`src/rtl/cpu_trace_pkg.sv`:
```
// Shared types and constants for the CPU trace checker.
package cpu_trace_pkg;

  // Parser states; StDone lasts one cycle and then behaves like StIdle.
  typedef enum logic [3:0] {
    StIdle,
    StTime,
    StPc,
    StColon,
    StSp1,
    StGrf,
    StAddr,
    StSp2,
    StLt,
    StSp3,
    StData,
    StDone
  } state_e;

  // format_type encodings
  localparam logic [1:0] FMT_NONE = 2'd0;
  localparam logic [1:0] FMT_GRF  = 2'd1;
  localparam logic [1:0] FMT_MEM  = 2'd2;

  // error_code bit positions
  localparam int unsigned ERR_TIME = 0;
  localparam int unsigned ERR_PC   = 1;
  localparam int unsigned ERR_ADDR = 2;
  localparam int unsigned ERR_GRF  = 3;

  // ASCII characters used by the grammar
  localparam logic [7:0] CH_CARET  = 8'h5e;  // ^
  localparam logic [7:0] CH_AT     = 8'h40;  // @
  localparam logic [7:0] CH_COLON  = 8'h3a;  // :
  localparam logic [7:0] CH_SPACE  = 8'h20;
  localparam logic [7:0] CH_DOLLAR = 8'h24;  // $
  localparam logic [7:0] CH_STAR   = 8'h2a;  // *
  localparam logic [7:0] CH_LT     = 8'h3c;  // <
  localparam logic [7:0] CH_EQ     = 8'h3d;  // =
  localparam logic [7:0] CH_HASH   = 8'h23;  // #
  localparam logic [7:0] CH_0      = 8'h30;
  localparam logic [7:0] CH_9      = 8'h39;
  localparam logic [7:0] CH_A_LC   = 8'h61;
  localparam logic [7:0] CH_F_LC   = 8'h66;

endpackage

```
`src/rtl/trace_char_class.sv`:
```
// Combinational character classifier: decimal / lowercase hex / space, plus nibble value.
module trace_char_class
  import cpu_trace_pkg::*;
(
  input  logic [7:0] i_char,
  output logic       o_is_dec,
  output logic       o_is_hex,
  output logic       o_is_space,
  output logic [3:0] o_nibble
);

  logic w_is_af;

  // Classify the character and derive its hex digit value.
  always_comb begin
    o_is_dec   = (i_char >= CH_0) && (i_char <= CH_9);
    w_is_af    = (i_char >= CH_A_LC) && (i_char <= CH_F_LC);
    o_is_hex   = o_is_dec || w_is_af;
    o_is_space = (i_char == CH_SPACE);
    o_nibble   = 4'h0;
    if (o_is_dec) begin
      o_nibble = i_char[3:0];
    end else if (w_is_af) begin
      // 'a'..'f' are 0x61..0x66, so low nibble + 9 gives 10..15
      o_nibble = i_char[3:0] + 4'd9;
    end
  end

endmodule

```
`config.mk`:
```
export PLATFORM = sky130hd
export DESIGN_NAME = trace_char_class
export DESIGN_NICKNAME = d
export VERILOG_FILES = /design/src/rtl/cpu_trace_pkg.sv /design/src/rtl/trace_char_class.sv
export SDC_FILE = /design/constraint.sdc
export NUM_CORES = 1
export LEC_CHECK = 0
export CELL_PAD_IN_SITES_DETAIL_PLACEMENT = 0
export CELL_PAD_IN_SITES_GLOBAL_PLACEMENT = 2
export CORE_AREA = 8 8 45 47
export DETAILED_ROUTE_END_ITERATION = 6
export DIE_AREA = 0 0 53 55
export GPL_TIMING_DRIVEN = 0
export PLACE_DENSITY = 0.79
export SETUP_SLACK_MARGIN = 0.4
export SLEW_MARGIN = 20
export SYNTH_ARGS = -nofsm -noshare
export SYNTH_HDL_FRONTEND = slang
export SYNTH_SLANG_ARGS = --single-unit
```
`constraint.sdc`:
```
create_clock -name vclk -period 2.41
set_clock_uncertainty 0.05 [all_clocks]
set_input_delay 0.6025 -clock vclk [all_inputs]
set_output_delay 0.6025 -clock vclk [all_outputs]
set_load 0.01 [all_outputs]
```
Word-level counts from Yosys, hierarchy flattened
Index checks and enable logic that the tools add are counted.
- register bits after elaboration: 0
- bits of input ports: 8
- word-level logic and storage cells: 11
- add/sub/neg operators: 1
- magnitude comparators: 4
- eq/ne operators: 1
- multiplexer cells: 2
- reduce and logical (&&, ||, !) cells: 3
- operator list (kind ; count):
    8-bit by 6-bit == test with 1-bit output, second input constant ; 1
    8-bit by 6-bit >= comparator with 1-bit output, second input constant ; 1
    8-bit by 7-bit >= comparator with 1-bit output, second input constant ; 1
    8-bit by 6-bit less-or-equal comparator with 1-bit output, second input constant ; 1
    8-bit by 7-bit less-or-equal comparator with 1-bit output, second input constant ; 1
    4-bit 2-to-1 mux ; 2
    4-bit adder, second input constant ; 1
    1-bit logical AND ; 2
    1-bit logical OR ; 1

Depth between registers and ports, before layout
- depth in word-level cells: 4
- gate-level depth with buffers: 7
- mapped depth without buffers: 7

Worst setup path before layout
OpenSTA, ideal clock, no wires.
- kind: input port to output port
- start: in i_char[4]
- end: out o_nibble[0]
- arrival time: 1.800 ns
- slack: -0.042 ns
- stages: 4
- buffers on the path: 0
- cells stage by stage: or4b_4 -> a211oi_2 -> nand2_2 -> o21ai_0
- word-level cells in the longest chain between the ends: 4
- elaborated cells between the ends (all ways): 8
- those cells by class: order compare (4); mux (2); reduce/logical (2)
- ends and longest elaborated chain (what ; RTL line ; source):
    start: declaration ; trace_char_class.sv:5 ; input logic [7:0] i_char,
    8-bit by 7-bit >= comparator with 1-bit output or 8-bit by 7-bit less-or-equal comparator with 1-bit output (tied branches) ; trace_char_class.sv:17 ; w_is_af = (i_char >= CH_A_LC) && (i_char <= CH_F_LC);
    1-bit logical AND ; trace_char_class.sv:17 ;
    4-bit 2-to-1 mux ; trace_char_class.sv:23 ; end else if (w_is_af) begin
    4-bit 2-to-1 mux * ; trace_char_class.sv:21 ; if (o_is_dec) begin
    end: declaration ; trace_char_class.sv:9 ; output logic [3:0] o_nibble
Mark *: on every way between the ends. The rest lies on a longest branch, timed or not.

Worst setup path after layout
- start: in i_char[7]
- end: out o_nibble[2]
The elaborated chain is that of the path after synthesis.

==> metrics.log <==
[metrics] Post-synth top cells: 4 x sky130_fd_sc_hd__ha_1, 4 x sky130_fd_sc_hd__inv_1, 2 x sky130_fd_sc_hd__nand2_1
[metrics] status: complete, but fails checks
[metrics] Worst Setup Path Type: in2out
[metrics] final antenna-violating net count: 0
[metrics] share of Yosys cell area claimed by the top area cell type: 23.0%
[metrics] worst slack at placement: -1150 ps
[metrics] die width: 53 microns
[metrics] crit path DAT: 2080 ps
[metrics] unrepaired setup endpoints after global routing: true
[metrics] routing usage on met3: 1.07%
[metrics] DRC marker count from the first detailed-route iteration: 0
[metrics] Area Growth Syn to Fin: 149%
[metrics] number of different library cells in the post-synthesis netlist: 20
[metrics] number of flip-flops and latches: 0
[metrics] part of the total power dissipated in the clock network: 0%
[metrics] pin count of the biggest net entering global routing: 7
[metrics] final period utilization: 113%
[metrics] switching share of power: 44.6%
[metrics] layer with the highest usage after global routing: met2
[metrics] via count: 292
[metrics] final hold viol count: 0
[metrics] max-slew headroom at the worst pin: 84.7%
[metrics] input/output buffers: 15
[metrics] switching pwr: roughly 26 uW
[metrics] required time reported for the critical path endpoint: 1760 ps
[metrics] number of global-route vias before repair: 302
[metrics] Initial Utilization: 15.7%
[metrics] cells after synthesis: 27
[metrics] clkbuf count: 0
[metrics] detailed-route wire length: 830 microns
[metrics] Worst Path Max Fanout: 3
[metrics] grt total ovfl: 0
[metrics] sequential fraction of the synthesis area: 0%
[metrics] antenna diode count: 0
[metrics] utilization of the core after routing: 39.2%
[metrics] slew of the pin with the lowest slew margin: ~230 ps
[metrics] last weighted congestion value of the routability-driven placer: 0.733
[metrics] post-synthesis net count: 39
[metrics] Detailed Place HPWL: 657 microns
[metrics] post-synth top area cell: sky130_fd_sc_hd__ha_1
[metrics] Max Fclk: 366 MHz
[metrics] core area: 1380 sq um
[metrics] Avg Vias per Cell: 4.42
[metrics] wire length of the first global-routing pass: 1270 microns
[metrics] Worst Slack Setup Final: -319 ps
[metrics] Post-CTS Hold Buffers: 0
[metrics] number of antenna violations at the first check in global routing: 0
[metrics] GRT met1 Usage: 6.34%
[metrics] violations in the final reports: setup timing
[metrics] number of warnings issued by yosys: 0
[metrics] combined area of all synthesized cells: approximately 220 sq um
[metrics] share of post-route cells with drive strength above 1: between 70% and 80%
[metrics] DRC Markers: 0
[metrics] height of the die: between 50 and 60 microns
[metrics] worst hold margin: between 1000 and 1500 ps
[metrics] Placed Cells incl. Taps: 58
[metrics] Final Critical Period: 2730 ps
[metrics] total of max-cap violations: 0
[metrics] Pint: about 32 uW
[metrics] non-filler instance count after layout: between 60 and 70
[metrics] maximum VDD drop: between 0.00004 and 0.00005 V
[metrics] P per Cell Area: 106 nW/um^2
[metrics] met2 global-route usage: 9.96%
[metrics] dominant cells by area after synthesis: sky130_fd_sc_hd__ha_1 23%, sky130_fd_sc_hd__o311ai_2 7.5%, sky130_fd_sc_hd__inv_1 6.9%, sky130_fd_sc_hd__or4b_4 6.3%, sky130_fd_sc_hd__a211oi_2 5.7%
[metrics] final net count: 64
[metrics] number of top-level pins: 15
[metrics] CP startpoint kind: input port
[metrics] die area: 2920 sq um
[metrics] Hold Path Class: in2out
[metrics] leakage power summed over all cells: 0.254 nW
[metrics] number of slew-limit violations in the final report: 0
[metrics] element type at the critical path end: output port
[metrics] number of rows created at floorplan: 14
[metrics] combinational group share of total power: 100.0%
[metrics] total global-route track usage: 5.29%
[metrics] total of endpoints with negative setup slack in the final report: 6
[metrics] Reg area: 0 sq um
[metrics] syn_area_per_cell: 8.06 sq um
[metrics] Routed wire per std cell: 12.6 microns
[metrics] sequential power share: 0%
[metrics] total iterations of the first detailed-routing run: 1
[power by group through the flow]
stage	combinational [mW]	clock, mW	sequential (mW)
floorplan	0.0187	0	0
global placement	0.0444	0	0
detailed placement	0.0451	0	0
CTS	0.0466	0	0
global route	0.0626	0	0
finish	0.0575	0	0
[routing by layer]
| metal | vias to the layer above | part of all wire, % |
|---|---|---|
| li1 | 149 | - |
| met1 | 135 | 40 |
| met2 | 8 | 51 |
| met3 | 0 | 8.4 |
| met4 | 0 | 0 |
| met5 | - | 0 |
[final timing paths]
path	from	endpoint	slack, ps	depth (start not counted)
worst min-delay path	i_char[0]	o_nibble[0]	1440	3
worst max-delay path	i_char[7]	o_nibble[2]	-320	7
[worst max-delay path, cell delays in order]
cell                       delay, ps
sky130_fd_sc_hd__buf_6            90
sky130_fd_sc_hd__or4b_4          550
sky130_fd_sc_hd__a211oi_4        220
sky130_fd_sc_hd__nand2_2         120
sky130_fd_sc_hd__buf_6           130
sky130_fd_sc_hd__o311ai_4        190
sky130_fd_sc_hd__buf_2           170
[placed cells by master (no fill, tap or decap)]
master / n
sky130_fd_sc_hd__buf_6: 8
sky130_fd_sc_hd__buf_2: 7
sky130_fd_sc_hd__buf_4: 4
sky130_fd_sc_hd__nand2_1: 2
sky130_fd_sc_hd__ha_1: 2
sky130_fd_sc_hd__ha_4: 2
sky130_fd_sc_hd__buf_12: 2
sky130_fd_sc_hd__inv_8: 1
sky130_fd_sc_hd__o21bai_1: 1
sky130_fd_sc_hd__nand4bb_1: 1
sky130_fd_sc_hd__a21o_1: 1
sky130_fd_sc_hd__inv_2: 1
sky130_fd_sc_hd__nand2b_1: 1
sky130_fd_sc_hd__nor3b_2: 1
sky130_fd_sc_hd__or4b_4: 1
sky130_fd_sc_hd__and3_4: 1
sky130_fd_sc_hd__a211oi_4: 1
sky130_fd_sc_hd__nand2_2: 1
sky130_fd_sc_hd__o21ai_1: 1
sky130_fd_sc_hd__inv_4: 1
sky130_fd_sc_hd__a32o_2: 1
sky130_fd_sc_hd__inv_1: 1
sky130_fd_sc_hd__or3_1: 1
sky130_fd_sc_hd__nand4_1: 1
sky130_fd_sc_hd__o311ai_4: 1
sky130_fd_sc_hd__nor4b_4: 1
sky130_fd_sc_hd__nor2_1: 1
sky130_fd_sc_hd__o2bb2a_4: 1
sky130_fd_sc_hd__clkbuf_2: 1
sky130_fd_sc_hd__buf_8: 1
[stage by stage]
step | area [sq um] | setup TNS [ps] | total power [mW]
3_3_place_gp | 417 | -6690 | 0.0444
2_1_floorplan | 246 | 0 | 0.0187
6_report | 542 | -1250 | 0.0575
4_1_cts | 455 | -1130 | 0.0466
5_1_grt | 542 | -1550 | 0.0626
3_5_place_dp | 417 | -6650 | 0.0451
[layout make-up]
cell class	instances	area, sq um
Fill cell	142	842
Inverter	4	25.0
Multi-Input combinational cell	23	282
Tap cell	16	20.0
Timing Repair Buffer	23	215
[cells by family (layout without fill, tap and decap cells)]
group                      count (synthesis)  after routing  synth area share [%]
buffers and inverters                      4             27                  6.89
adders and majority gates                  4              4                  23.0
and+or+nand+nor                           12             12                  38.5
AOI/OAI and AO/OA                          7              7                  31.6
[repair_timing]
item	4_1_cts	5_1_grt
pin swaps	8	4
buffers inserted	6	2
setup endpoints to repair	7	7
gates resized for setup	72	21
(Power assumes the default switching activity.)
